--- src/rtl/seg7_pkg.sv ---
// Shared constants for the scrolling seven-segment controller: FSM encoding,
// blank levels and the hex glyph table (segments a..g on bits 6..0).
package seg7_pkg;

   typedef enum logic {
      ST_IDLE = 1'b0,
      ST_SHOW = 1'b1
   } state_t;

   localparam logic [3:0] GROUNDS_OFF = 4'b1111;
   localparam logic [6:0] SEG_BLANK   = 7'h00;

   // Index 15 first: F E d C b A 9 8 7 6 5 4 3 2 1 0
   localparam logic [15:0][6:0] GLYPHS = {
      7'h47, 7'h4F, 7'h3D, 7'h4E, 7'h1F, 7'h77, 7'h7B, 7'h7F,
      7'h70, 7'h5F, 7'h5B, 7'h33, 7'h79, 7'h6D, 7'h30, 7'h7E
   };

endpackage

--- src/rtl/seg7_decoder.sv ---
// Combinational hex nibble to seven-segment glyph lookup.
module seg7_decoder
   import seg7_pkg::*;
(
   input  logic [3:0] nibble,
   output logic [6:0] glyph
);

   assign glyph = GLYPHS[nibble];

endmodule

--- src/rtl/seg7_scroll_ctrl.sv ---
// Loadable 4-digit multiplexed seven-segment sequencer: buffers a hex message,
// cycles the digit commons and scrolls messages longer than the display.
module seg7_scroll_ctrl
   import seg7_pkg::*;
#(
   parameter int MUX_W     = 16,
   parameter int SCROLL_W  = 26,
   parameter int MSG_DEPTH = 16
)(
   input  logic       clk,
   input  logic       rst,
   input  logic       wr_valid,
   input  logic [3:0] wr_data,
   input  logic       wr_last,
   output logic       wr_ready,
   input  logic       stop,
   output logic       busy,
   output logic [3:0] grounds,
   output logic [6:0] display
);

   localparam int PTR_W = $clog2(MSG_DEPTH);
   localparam int LEN_W = PTR_W + 1;

   state_t              state, state_nxt;
   logic [3:0]          msg [MSG_DEPTH];
   logic [PTR_W-1:0]    wr_ptr;
   logic [PTR_W-1:0]    head;
   logic [LEN_W-1:0]    len;
   logic [1:0]          dsel;
   logic [MUX_W-1:0]    mux_cnt;
   logic [SCROLL_W-1:0] scroll_cnt;

   logic                wr_fire, wr_end, show_run, mux_tick, scroll_tick;
   logic [1:0]          off_p0;
   logic [LEN_W-1:0]    idx_sum_p0;
   logic                wrap_p0;
   logic [PTR_W-1:0]    idx_p0;
   logic                blank_p0;
   logic [6:0]          glyph_p0;
   logic [3:0]          grounds_p1;
   logic [6:0]          display_p1;

   assign wr_fire     = (state == ST_IDLE) && wr_valid;
   assign wr_end      = wr_fire && (wr_last || (wr_ptr == PTR_W'(MSG_DEPTH - 1)));
   assign show_run    = (state == ST_SHOW) && !stop;
   assign mux_tick    = (state == ST_SHOW) && (mux_cnt == '1);
   assign scroll_tick = show_run && (len > LEN_W'(4)) && (scroll_cnt == '1);

   always_ff @(posedge clk or posedge rst) begin
      if (rst) state <= ST_IDLE;
      else     state <= state_nxt;
   end

   always_comb begin
      state_nxt = state;
      if (state == ST_IDLE) begin
         if (wr_end) state_nxt = ST_SHOW;
      end else begin
         if (stop) state_nxt = ST_IDLE;
      end
   end

   always_comb begin
      wr_ready = (state == ST_IDLE);
      busy     = (state == ST_SHOW);
   end

   // Message bookkeeping; the final write arms a fresh scroll from the head
   always_ff @(posedge clk or posedge rst) begin
      if (rst) begin
         wr_ptr     <= '0;
         len        <= '0;
         head       <= '0;
         scroll_cnt <= '0;
      end else if (wr_fire) begin
         wr_ptr <= wr_ptr + 1'b1;
         if (wr_end) begin
            len        <= LEN_W'(wr_ptr) + 1'b1;
            head       <= '0;
            scroll_cnt <= '0;
         end
      end else if (state == ST_SHOW) begin
         if (stop) begin
            wr_ptr <= '0;
            len    <= '0;
            head   <= '0;
         end else begin
            scroll_cnt <= scroll_cnt + 1'b1;
            if (scroll_tick)
               head <= (LEN_W'(head) == len - 1'b1) ? '0 : head + 1'b1;
         end
      end
   end

   always_ff @(posedge clk or posedge rst) begin
      if (rst) begin
         mux_cnt <= '0;
         dsel    <= '0;
      end else if (state == ST_SHOW) begin
         mux_cnt <= mux_cnt + 1'b1;
         if (mux_tick) dsel <= dsel + 1'b1;
      end
   end

   always_ff @(posedge clk) begin
      if (wr_fire) msg[wr_ptr] <= wr_data;
   end

   // Stage p0: slot offset -> circular message index -> glyph
   always_comb begin
      off_p0     = 2'd3 - dsel;
      idx_sum_p0 = LEN_W'(head) + LEN_W'(off_p0);
      wrap_p0    = (idx_sum_p0 >= len);
      idx_p0     = PTR_W'(wrap_p0 ? idx_sum_p0 - len : idx_sum_p0);
      blank_p0   = (LEN_W'(off_p0) >= len);
   end

   seg7_decoder u_dec (
      .nibble (msg[idx_p0]),
      .glyph  (glyph_p0)
   );

   // Stage p1: registered pin drivers, blanked whenever the display is not running
   always_ff @(posedge clk or posedge rst) begin
      if (rst) begin
         grounds_p1 <= GROUNDS_OFF;
         display_p1 <= SEG_BLANK;
      end else if (show_run && !blank_p0) begin
         grounds_p1 <= ~(4'b0001 << dsel);
         display_p1 <= glyph_p0;
      end else begin
         grounds_p1 <= GROUNDS_OFF;
         display_p1 <= SEG_BLANK;
      end
   end

   assign grounds = grounds_p1;
   assign display = display_p1;

endmodule

--- config.mk ---
export PLATFORM = sky130hd
export DESIGN_NAME = seg7_scroll_ctrl
export DESIGN_NICKNAME = d
export VERILOG_FILES = /design/src/rtl/seg7_pkg.sv /design/src/rtl/seg7_decoder.sv /design/src/rtl/seg7_scroll_ctrl.sv
export SDC_FILE = /design/constraint.sdc
export NUM_CORES = 1
export LEC_CHECK = 0
export ABC_AREA = 1
export CORE_MARGIN = 4
export CORE_UTILIZATION = 54
export CTS_CLUSTER_DIAMETER = 50
export CTS_CLUSTER_SIZE = 14
export DETAILED_ROUTE_END_ITERATION = 16
export GPL_ROUTABILITY_DRIVEN = 0
export PLACE_DENSITY_LB_ADDON = 0.08
export SYNTH_ARGS = -nofsm -noshare
export SYNTH_HDL_FRONTEND = slang
export SYNTH_SLANG_ARGS = --single-unit
--- constraint.sdc ---
create_clock -name clk -period 3.25 [get_ports clk]
set_input_delay 0.65 -clock clk [delete_from_list [all_inputs] [get_ports clk]]
set_output_delay 0.65 -clock clk [all_outputs]
set_load 0.005 [all_outputs]
* Yosys cells after proc, flatten, opt, wreduce, memory -nomap -nowiden
Memories as Yosys holds them, arrays and structs flattened.
Cells that the tools add are included.
** Word-level totals
- Bits in writable memories :: 64
- Memories kept :: 2
- Logic and storage cells :: 78
- Memory bits (read-only) :: 112
- Bits in registers :: 69
** Cells by class
- $add $sub $neg :: 10
- Equal/unequal tests :: 6
- $lt $le $gt $ge :: 4
- Muxes and demuxes :: 26
- Bitwise gates (word level) :: 2
- Shifts and indexed selects :: 1
- Reductions and logical operators :: 18
** Memory list
- (no name shown) :: depth 16, width 7, rd ports 1, clocked after memory_dff 0, wr ports 0, RTL line seg7_decoder.sv:9 : assign glyph = GLYPHS[nibble];
- msg :: depth 16, width 4, rd ports 1, clocked after memory_dff 0, wr ports 1, RTL line seg7_scroll_ctrl.sv:26 : logic [3:0] msg [MSG_DEPTH];
** Operators by type and width (count)
- $mux W26 :: 4
- $mux W4 :: 11
- $add A26 B1 Y26 const B :: 1
- $eq A26 B26 Y1 const B :: 1
- $mux W5 :: 4
- $add A16 B1 Y16 const B :: 1
- $eq A16 B16 Y1 const B :: 1
- $mux W7 :: 2
- $reduce_and A3 Y1 :: 3
- $add A4 B1 Y4 const B :: 2
- $logic_and A1 B1 Y1 :: 7
- $add A4 B1 Y5 const B :: 1
- $add A4 B2 Y5 :: 1
- $eq A4 B5 Y1 :: 1
- $ge A2 B5 Y1 :: 1
- $ge A5 B5 Y1 :: 1
- $gt A5 B3 Y1 const B :: 1
- $lt A4 B5 Y1 const B :: 1
- $mux W1 :: 5
- $sub A5 B1 Y5 const B :: 1
- $eq A4 B4 Y1 const B :: 1
- $ne A2 B1 Y1 const B :: 2
- $not A4 Y4 :: 1
- $reduce_and A2 Y1 :: 2
- other kinds (9) :: 11

* Logic depth before layout (Yosys ltp)
- Depth after elaboration :: 8
- Depth in mapped cells :: 26
- Depth with buffers taken out :: 24

* Modules after synthesis
Synthesis repeated with hierarchy kept, for this count alone.
** Second synthesis, totals
- Cells, all modules :: 825
- Area, all modules :: 7189.4 um2
** Modules (own cells, without submodules)
- seg7_scroll_ctrl :: sequential area each 3653.5 um2, cells each 773, area an instance 6919.1 um2, times used 1
- seg7_decoder :: sequential area each 0.0 um2, cells each 52, area an instance 270.3 um2, times used 1

* Worst setup path after synthesis
Ideal clock, no wire load.
- Path type :: register -> register
- Start point :: register dsel[0]
- End point :: register display_p1[3] (netlist: display[3])
- Data arrival time :: 3.539 ns
- Required time :: 3.179 ns
- Cell stages (with the launch flop) :: 26
- Path slack :: -0.360 ns
- Cells stage by stage :: dfrtp_1 > inv_1 > ha_1 > inv_1 > fa_1 > xnor2_1 > ha_1 > nand2_1 > nand2_1 > nand2_2 > nand3_4 > nand2_4 > nand2_2 > buf_6 > buf_6 > nand2_1 > nand3_1 > nand3_1 > nand3_1 > nand2_1 > inv_1 > ha_1 > nand3b_1 > nand3_1 > nand2_1 > nor2_1
** Between the ends
- Cells in the longest elaborated chain, start to end :: 8
** RTL lines
- from (decl) :: RTL line seg7_scroll_ctrl.sv:30 : logic [1:0] dsel;
- from (signal assigned) :: RTL line seg7_scroll_ctrl.sv:102 : if (mux_tick) dsel <= dsel + 1'b1;
- $sub A2 B2 Y2 * :: RTL line seg7_scroll_ctrl.sv:112 : off_p0 = 2'd3 - dsel;
- net off_p0[0] :: RTL line seg7_scroll_ctrl.sv:35 : logic [1:0] off_p0;
- $add A4 B2 Y5 :: RTL line seg7_scroll_ctrl.sv:113 : idx_sum_p0 = LEN_W'(head) + LEN_W'(off_p0);
- $sub A4 B4 Y4 / $ge A5 B5 Y1 (equally long branches) :: RTL line seg7_scroll_ctrl.sv:115, seg7_scroll_ctrl.sv:114
- $mux W4 :: RTL line seg7_scroll_ctrl.sv:115 : idx_p0 = PTR_W'(wrap_p0 ? idx_sum_p0 - len : idx_sum_p0);
- $mem_v2 Z16 W4
- $mem_v2 Z16 W7
- $mux W7 (not written as such) :: RTL line seg7_decoder.sv:9
- $mux W7 * :: RTL line seg7_scroll_ctrl.sv:129 : end else if (show_run && !blank_p0) begin
- to (signal assigned) :: RTL line seg7_scroll_ctrl.sv:131 : display_p1 <= glyph_p0;
- to (decl) :: RTL line seg7_scroll_ctrl.sv:42 : logic [6:0] display_p1;
Mark *: on every way through the listed nets, which the timed path passes. The rest lies on a longest branch. The select of a mux whose other input is x is not followed.
A chain may end at the register's enable or synchronous reset.

* Final worst setup path
- Start point :: register dsel[0]
- End point :: register display_p1[2] (netlist: display[2])
Same word-level chain as after synthesis.

==> flow_metrics.tcl <==
set metrics [dict create \
    synth.distinct_cells 45 \
    die_w_um 120 \
    drive_gt1_frac 0.266 \
    cp.depth 23 \
    regToRegSetupSlack_ns -0.32 \
    grt_use_total 0.228 \
    setup_viol 7 \
    violations "negative setup slack" \
    place_ws_ns -0.463 \
    fin_ws_ns -0.322 \
    wire_per_inst_um 16.2 \
    worstSkewPairLatency_ns 0.42 \
    critical_path_class "reg -> reg" \
    fillerInstances 847 \
    hold_violations 0 \
    yosys_most_used_dff "dfrtp_1" \
    drtPass1Iterations 5 \
    area_growth_pct 31.1 \
    ys_warn_count 0 \
    yosys.area.top_type "edfxtp_1" \
    coreArea_um2 12100 \
    slowest_delay_ns 0.39 \
    clock_path_buffers 2 \
    timing.slew.headroom 0.555 \
    cpLargestDelayFamily "simple AND/OR/NAND/NOR gates" \
    cts_tree "done" \
    worst_pin_slew_ns 0.665 \
    slowest_stage "fa_2" \
    yosysSeqAreaShare 0.543 \
    synthMuxAreaShare 0.00223 \
    cp-start-kind "register" \
    ant_nets 0 \
    synthCells 717 \
    ctsRootBufferMaster "clkbuf_16" \
    post-route-min-period_ns 3.57 \
    r2r_end "display[2]$_DFF_PP0_" \
    rows 40 \
    post_drt_via_cell_ratio 5.41 \
    via_count 5460 \
    final_util 0.728 \
    initial_core_util 0.556 \
    synth-simple-area-share 0.238 \
    synth.ff_latch_count 133 \
    ys_async_sr_fraction 0.519 \
    n_antenna_cell 0 \
    rr_worst_depth 23 \
    synth_area_um2 6730 \
    synth_edf_count 64 \
    clock_skew_ns 0.00478 \
    finalNetCount 867 \
    slew_violations 0 \
    drt_wl_total_mm 16.4 \
    cts.sinks 133 \
    synth_top_area_frac 0.286 \
    drt_iter0_markers 427 \
    grt_overflow_total 0 \
    critPathBufInv 6 \
    crit_end "display[2]$_DFF_PP0_" \
    avgSynthCellArea_um2 9.39 \
    clkTransAtPathRegs_ns 0.05 \
    synth_top_family_by_area "simple AND/OR/NAND/NOR gates" \
    io_buffer_count 21 \
    synth_fp_nets 756 \
    synth_xor_xnor_area_share 0.0273 \
    required_ns 3.55 \
    fmax_mhz 280 \
    dieArea_um2 14300 \
    grt_antenna_before_repair 0 \
    num_io_pins 22 \
    synth.area.top_cells "edfxtp_1 (29%), dfrtp_1 (24%), nand2_1 (8.4%)" \
    htreeDepth 4 \
    synth.most_common_cell "nand2_1" \
    hp-class "reg -> reg" \
    whs_ns 0.486 \
    critPathMaxFanout 8 \
    status "finished, violations left" \
    arrival_ns 3.87 \
    max_cap_viol_count 0 \
    setup.worst_path.end_class "register" \
    grt_pass1_wl_mm 25.8 \
    period_share 1.10 \
    drc 0 \
    rsz0062_at_grt "true" \
    synth-compound-area-share 0.0641 \
    die_h_um 120 \
    grt_max_degree 29 \
    r2r-start "dsel[0]$_DFFE_PP0P_" \
    synth_commonest_cells "nand2_1 (151), inv_1 (89), nand3_1 (83)" \
    cts_inserted_buffers 17 \
    post-dp-hpwl_mm 10.5 \
    worstPathCellList "inv_2 -> ha_4 -> inv_2 -> fa_2 -> xnor2_4 -> ha_4 -> nand2_1 -> nand2_2 -> nand2_2 -> buf_4 -> nand4_1 -> nand2_2 -> clkbuf_16 -> buf_8 -> buf_4 -> nand2_1 -> nand3_2 -> nand3_2 -> nand3_4 -> nand2_8 -> nand2_1 -> o21ai_0 -> nor2_1" \
    synth_adder_area_share 0.0580 \
    cp-startpoint "dsel[0]$_DFFE_PP0P_" \
    grt_pass1_vias 5449 \
]
==> metal layers <==
metal,GRT usage,routed length (um),up-vias
met1,0.276,6640,2613
li1,-,-,2622
met5,0,0,-
met2,0.400,8480,177
met4,0.101,473,0
met3,0.0386,775,48
==> per-stage QoR <==
step / setup TNS (ns) / cell area (um2) / instances
after floorplan: -0.988 / 6770 / 717
after global placement: -2.31 / 7520 / 949
after detailed placement: -2.78 / 7520 / 949
after CTS: -1.37 / 8360 / 996
after global routing: -3.02 / 8820 / 1009
final: -1.85 / 8820 / 1009
==> how the worst min path moves through the flow <==
| stage | cells past startpoint | slack (ns) | start | to |
|---|---|---|---|---|
| after floorplan | 1 | 0.43 | scroll_cnt[25]$_DFFE_PP0P_ | scroll_cnt[25]$_DFFE_PP0P_ |
| after global placement | 1 | 0.45 | scroll_cnt[25]$_DFFE_PP0P_ | scroll_cnt[25]$_DFFE_PP0P_ |
| after detailed placement | 1 | 0.48 | mux_cnt[12]$_DFFE_PP0P_ | mux_cnt[12]$_DFFE_PP0P_ |
| after CTS | 1 | 0.49 | mux_cnt[12]$_DFFE_PP0P_ | mux_cnt[12]$_DFFE_PP0P_ |
| after global routing | 1 | 0.51 | mux_cnt[12]$_DFFE_PP0P_ | mux_cnt[12]$_DFFE_PP0P_ |
| final | 1 | 0.49 | mux_cnt[12]$_DFFE_PP0P_ | mux_cnt[12]$_DFFE_PP0P_ |
==> worst reg2reg max path, stage by stage (launching register included) <==
cell and delay [ns]:
dfrtp_1 0.38, inv_2 0.08, ha_4 0.14, inv_2 0.03, fa_2 0.39, xnor2_4 0.18
ha_4 0.28, nand2_1 0.07, nand2_2 0.08, nand2_2 0.07, buf_4 0.14, nand4_1 0.12
nand2_2 0.16, clkbuf_16 0.21, buf_8 0.13, buf_4 0.14, nand2_1 0.07, nand3_2 0.08
nand3_2 0.09, nand3_4 0.13, nand2_8 0.13, nand2_1 0.08, o21ai_0 0.19, nor2_1 0.07
==> area by class of cell <==
| cell class | instances | area, um2 | share of cell area |
|---|---|---|---|
| Sequential cell | 133 | 3650 | 0.414 |
| Inverter | 96 | 368 | 0.0417 |
| Timing Repair Buffer | 101 | 921 | 0.104 |
| Multi-Input combinational cell | 479 | 3080 | 0.349 |
| Clock buffer | 24 | 493 | 0.0559 |
| Tap cell | 168 | 210 | 0.0238 |
| Clock inverter | 8 | 97.6 | 0.0111 |
==> logic make-up (layout without fill, tap and decap cells) <==
logic type | count (synthesis) | after routing
buf+inv | 107 | 229
xor+xnor | 21 | 21
flops | 133 | 133
mux | 1 | 1
compound gates | 77 | 78
simple gates | 348 | 349
fa+ha+maj | 30 | 30
==> registers in the layout, indices dropped and copies added, names as in the netlist <==
name,cells
display,7
msg,64
mux_cnt,16
busy,1
grounds,4
len,5
wr_ptr,4
head,4
scroll_cnt,26
dsel,2
==> layout by cell type (no fill, tap or decap), types with 5 or more instances in the layout <==
master           instances
nand2_2                 20
nand4_1                 12
inv_2                   12
nand2_1                135
buf_6                    6
edfxtp_1                64
nor3_1                  16
clkbuf_16               20
nand2_4                  6
nor2_1                  48
xnor2_1                  5
clkdlybuf4s50_1         21
nand3b_1                 5
a21oi_1                 29
buf_4                   67
nand3_1                 48
o21ai_0                 31
xor2_1                  15
nand3_2                 35
ha_1                    22
dfrtp_1                 65
inv_1                   81
nor2_2                   5
==> what timing repair did <==
item                                   in CTS  in global routing
pin swaps                                  16                 13
endpoints found under the hold margin       0                  0
setup buffers                              13                 12
gates cloned                                2                  2
hold buffers                                0                  0
resized for setup                          27                 73
setup endpoints to repair                   7                  7
Power is not shown: default switching activity piles up to over one toggle a cycle in this logic, so the estimate is an artifact.
